File: config.mk
export PLATFORM = sky130hd
export DESIGN_NAME = sw_debounce_bank
export DESIGN_NICKNAME = d
export VERILOG_FILES = /design/src/rtl/sw_debounce_bank.sv
export SDC_FILE = /design/constraint.sdc
export NUM_CORES = 1
export LEC_CHECK = 0
export BUFFER_PORTS_ARGS = -buffer_cell sky130_fd_sc_hd__buf_2
export CAP_MARGIN = 40
export CORE_MARGIN = 5
export CORE_UTILIZATION = 35
export CTS_CLUSTER_DIAMETER = 50
export DETAILED_ROUTE_END_ITERATION = 12
export GPL_TIMING_DRIVEN = 1
export SLEW_MARGIN = 10
export SYNTH_ARGS = -nofsm -noshare
export SYNTH_HDL_FRONTEND = slang
export SYNTH_SLANG_ARGS = --single-unit
File: constraint.sdc
create_clock -name clk -period 4.1 [get_ports clk]
set_clock_uncertainty 0.05 [all_clocks]
set_input_delay 0.615 -clock clk [delete_from_list [all_inputs] [get_ports clk]]
set_output_delay 0.615 -clock clk [all_outputs]
set_load 0.02 [all_outputs]
File: src/rtl/sw_debounce_bank.sv
// ---------------------------------------------------------------------------
// sw_debounce_bank
//   Two-flop synchroniser plus an independent stability filter for each bit
//   of a bank of raw switch/key inputs. The filtered vector drives the
//   priority encoder's request input. The rise/fall strobes mark the single
//   cycle in which a filtered bit changes, so downstream logic can latch a
//   fresh encode result only when a request actually moves.
//
//   Parameters
//     WIDTH            number of input bits
//     CNT_WIDTH        width of each per-bit stability counter
//     DEBOUNCE_CYCLES  consecutive cycles a new level must persist
//                      (1 .. 2**CNT_WIDTH-1)
//
//   Ports
//     clk         in   1      system clock, rising edge
//     rst_n       in   1      synchronous reset, active low
//     raw_in      in   WIDTH  asynchronous, bouncing switch levels
//     stable_out  out  WIDTH  debounced levels
//     rise        out  WIDTH  1-cycle pulse when a stable bit goes 0->1
//     fall        out  WIDTH  1-cycle pulse when a stable bit goes 1->0
//     changed     out  1      OR of all rise/fall strobes, same cycle
// ---------------------------------------------------------------------------
module sw_debounce_bank #(
    parameter int WIDTH           = 8,
    parameter int CNT_WIDTH       = 16,
    parameter int DEBOUNCE_CYCLES = 50000
) (
    input  logic             clk,
    input  logic             rst_n,
    input  logic [WIDTH-1:0] raw_in,
    output logic [WIDTH-1:0] stable_out,
    output logic [WIDTH-1:0] rise,
    output logic [WIDTH-1:0] fall,
    output logic             changed
);

    // Reject a filter length the counter cannot represent, or a zero length.
    if ((DEBOUNCE_CYCLES < 1) ||
        (longint'(DEBOUNCE_CYCLES) >= (longint'(1) << CNT_WIDTH))) begin : g_param_check
        $error("sw_debounce_bank: DEBOUNCE_CYCLES out of range for CNT_WIDTH");
    end

    // Terminal count: a mismatch seen while the counter holds this value is
    // the DEBOUNCE_CYCLES-th consecutive one, so the new level is accepted.
    localparam logic [CNT_WIDTH-1:0] CNT_LAST = CNT_WIDTH'(DEBOUNCE_CYCLES - 1);

    logic [WIDTH-1:0] sync1_q,  sync1_d;
    logic [WIDTH-1:0] sync2_q,  sync2_d;
    logic [WIDTH-1:0] stable_q, stable_d;
    logic [WIDTH-1:0] rise_q,   rise_d;
    logic [WIDTH-1:0] fall_q,   fall_d;
    logic             changed_q, changed_d;

    always_comb begin
        sync1_d   = raw_in;
        sync2_d   = sync1_q;
        changed_d = |(rise_d | fall_d);
    end

    genvar gi;
    generate
        for (gi = 0; gi < WIDTH; gi++) begin : g_bit
            logic [CNT_WIDTH-1:0] cnt_q, cnt_d;
            logic                 bit_stable_d;
            logic                 bit_rise_d;
            logic                 bit_fall_d;

            // A level matching the stable value (including a glitch back to
            // it) clears the count, so acceptance needs an unbroken run.
            // The counter stops at CNT_LAST because reaching it with a
            // persisting mismatch flips stable, which ends the mismatch.
            always_comb begin
                cnt_d        = '0;
                bit_stable_d = stable_q[gi];
                bit_rise_d   = 1'b0;
                bit_fall_d   = 1'b0;
                if (sync2_q[gi] != stable_q[gi]) begin
                    if (cnt_q == CNT_LAST) begin
                        bit_stable_d = sync2_q[gi];
                        bit_rise_d   = sync2_q[gi];
                        bit_fall_d   = ~sync2_q[gi];
                    end else begin
                        cnt_d = cnt_q + CNT_WIDTH'(1);
                    end
                end
            end

            always_ff @(posedge clk) begin
                if (!rst_n) begin
                    cnt_q <= '0;
                end else begin
                    cnt_q <= cnt_d;
                end
            end

            assign stable_d[gi] = bit_stable_d;
            assign rise_d[gi]   = bit_rise_d;
            assign fall_d[gi]   = bit_fall_d;
        end
    endgenerate

    always_ff @(posedge clk) begin
        if (!rst_n) begin
            sync1_q   <= '0;
            sync2_q   <= '0;
            stable_q  <= '0;
            rise_q    <= '0;
            fall_q    <= '0;
            changed_q <= 1'b0;
        end else begin
            sync1_q   <= sync1_d;
            sync2_q   <= sync2_d;
            stable_q  <= stable_d;
            rise_q    <= rise_d;
            fall_q    <= fall_d;
            changed_q <= changed_d;
        end
    end

    assign stable_out = stable_q;
    assign rise       = rise_q;
    assign fall       = fall_q;
    assign changed    = changed_q;

endmodule

==> flow_summary_export.csv <==
group,metric,value,unit
run_status,outcome,"completed",
setup_path,arrival,2250,ps
global_route,grt_pass1_wl,21.2,mm
synthesis,syn_avg_cell_area,9.19,µm²
synthesis,syn_area,6770,µm²
synthesis,synth_area_leaders,"dfxtp_1 50%, nor2_1 8.6%, xor2_1 8.4%",
worst_hold_path,hold_end,"sync1_q[7]",
clocking,cts_tree,"built",
clocking,cts_hold_buf,0,
placed_design,portBuffers,34,
synthesis,synth_cell_types,40,
sta,period_minus_slack,2010,ps
setup_path,rrSetupSlack,2090,ps
power,switching_share,21.0,%
clocking,clk_path_buf_depth,2,
drt,route.detailed.drc,0,
synthesis,yosysTopAreaCell,"dfxtp_1",
global_route,grt_max_degree,30,
sta,max_slew_margin,54.3,%
power,switchingPower,0.000672,W
finish,drive_gt1_share,9.62,%
drt,vias,4768,
sta,setup_viol,0,
sta,fin_tns_setup,0,ps
placed_design,dp.final_hpwl,8.47,mm
drt,via_per_inst,4.53,
power,seqPwrFrac,51.9,%
floorplan,coreArea,18900,µm²
setup_path,worstSetupStartpoint,"g_bit[7].cnt_q[0]",
finish,num-fill-cells,1921,
clocking,ctsHtreeMaxLevel,4,
floorplan,start_util,35.9,%
drt,final_antenna_net_count,0,
setup_path,r2r.worst_path.cells,6,
floorplan,design.die.area,22200,µm²
synthesis,synth.top_cell.area_share,49.9,%
synthesis,synth-async-reset-ratio,0,%
power,powerDensity,411,nW/µm²
power,power,0.00319,W
worst_hold_path,min_path_cells,2,
floorplan,die_h,149,µm
finish,fin_nets,795,
run,maxCapViolCount,0,
sta,maxSlewViolCount,0,
sta,tightest_slew,679,ps
finish,fin_util,41.1,%
global_route,antenna_found_initial,4,
global_route,grtUsageTotal,11.7,%
synthesis,yosysWarnings,0,
power,p_leak,2.68,nW
synthesis,synth_edf_count,0,
drt,wl_per_cell,11.6,µm
clocking,ctsRootBufferMaster,"clkbuf_16",
sta,hold_viol_final,0,
global_route,grt-ovfl-total,0,
setup_path,critPathLaunchType,"flop",
sta,min_period_over_period,49.1,%
clocking,cts_buffers,17,
clocking,clk_latency,420,ps
finish,area_growth,14.6,%
power,internal-power,0.00252,W
synthesis,yosysSeqAreaShare,49.9,%
drt,first_iter_violations,180,
clocking,cts.repair.resized,0,
sta,clock.fmax,497,MHz
synthesis,synthFlopType,"dfxtp_1",
setup_path,r2r-start,"g_bit[7].cnt_q[0]",
floorplan,die_x,149,µm
setup_path,worst_setup_path_end_kind,"flop",
finish,multi_input_comb_area,3240,µm²
sta,rsz0062_at_grt,"no",
placed_design,routabilityCongestion,0.749,
floorplan,pin_count,35,
setup_path,r2r_end,"rise[7]",
setup_path,worstPathMaxFanout,5,
drt,dr.pass1.iters,5,
clocking,cts.sinks,169,
synthesis,synth_seq_cells,169,
clocking,cts.reportedPaths.clkPinSlew,70,ps
sta,whs,351,ps
worst_hold_path,hold_path.startpoint,"raw_in[7]",
power,combPwrFrac,1.1,%
global_route,first_global_vias,4449,
power,clkPwrFrac,47.0,%
setup_path,crit_required,4340,ps
synthesis,syn_inst,737,
worst_hold_path,hold_class,"input pin to flop",
drt,drt_wl_total,12.2,mm
synthesis,synth_nets,755,
setup_path,path_class,"flop to flop",
power,vdd_drop_max,0.267,mV
clocking,post_cts_buffers,0,
floorplan,rows,50,
finish,regArea,3380,µm²
==> worst max-delay path, cell delays in order, from the launching register on <==
cell and delay [ps]:
dfxtp_1 390, ha_1 220, nand3_1 140, nor4_2 380, and2_1 230, nand2_1 80, nor3b_1 400
==> cells in the final DEF, fill, tap and decap left out, types with 6 or more instances in the layout <==
master and n:
and2_1 17, and3_1 23, buf_2 34, clkbuf_16 17
dfxtp_1 169, ha_1 8, inv_1 22, mux2i_1 7
nand2_1 46, nand3_1 54, nand4_1 20, nor2_1 155
nor3_1 15, nor3b_1 18, nor4_1 6, nor4bb_1 6
or3_1 7, xnor2_1 52, xor2_1 65
==> routing by layer <==
layer | track usage [%] | routed length (µm) | part of all wire, %
met1 | 15.0 | 6080 | 50
met2 | 18.4 | 5460 | 45
met3 | 4.13 | 510 | 4.2
met4 | 3.71 | 166 | 1.4
met5 | 0 | 22 | 0.18
==> sequential cells by signal (all words and copies together) (netlist names) <==
register and count:
sync1_q 8, sync2_q 8, fall 8, rise 8, g_bit.cnt_q 128, stable_out 8, changed 1
==> area by class of cell <==
class                   count  area share [%]
clock buffers              24            6.46
repair buffers             34            2.19
inverters                  22            1.06
multi-input cells         533            41.7
flip-flops and latches    169            43.6
diodes                      2          0.0645
well taps                 260            4.19
clock inverters             8           0.790
==> power groups by stage <==
| stage | Combinational (W) | Clock [W] | Sequential [W] |
|---|---|---|---|
| floorplan | 0.0000259 | 0 | 0.00169 |
| global placement | 0.0000348 | 0 | 0.00169 |
| detailed placement | 0.0000351 | 0 | 0.00169 |
| CTS | 0.0000352 | 0.00155 | 0.00166 |
| global route | 0.0000394 | 0.00163 | 0.00166 |
| finish | 0.0000343 | 0.00150 | 0.00166 |
==> cell families (layout without fill, tap and decap cells) <==
logic type / count (synthesis) / count (layout) / share of synthesized area (%)
adder cells (fa/ha/maj): 8 / 8 / 1.48
other: 0 / 2 / 0
AO/OA/AOI/OAI: 12 / 12 / 1.09
flip-flops: 169 / 169 / 49.9
buffers and inverters: 35 / 88 / 2.29
AND/OR/NAND/NOR: 389 / 389 / 29.0
multiplexers: 7 / 7 / 1.03
XOR/XNOR: 117 / 117 / 15.1
==> synth_stat cells, drive strengths merged, types with 2 or more instances <==
master,number
and2,17
ha,8
nor4b,3
nand3b,3
and4,2
nor3,15
and3,24
or2,5
mux2i,7
or4,2
inv,22
nor2,155
buf,4
nor4bb,6
xnor2,52
nand4,20
a21oi,4
nor3b,18
dfxtp,169
or3,7
nor4,8
xor2,65
nand4b,2
nand3,54
nand2,46
clkbuf,9
o21ai,3
==> per-stage QoR <==
stage	setup WS (ps)	instance area, µm²	cells
3_5_place_dp	1970	7200	1018
3_3_place_gp	2030	7200	1018
4_1_cts	2110	7760	1050
2_1_floorplan	2360	6770	737
5_1_grt	1940	7760	1051
6_report	2090	7760	1052
==> worst max-delay path by stage <==
stage / endpoint
final: rise[7]
after global routing: g_bit[5].cnt_q[11]
after CTS: rise[7]
after detailed placement: rise[2]
after global placement: rise[2]
after floorplan: g_bit[6].cnt_q[11]
No activity file was read; power rests on OpenSTA's default activity.
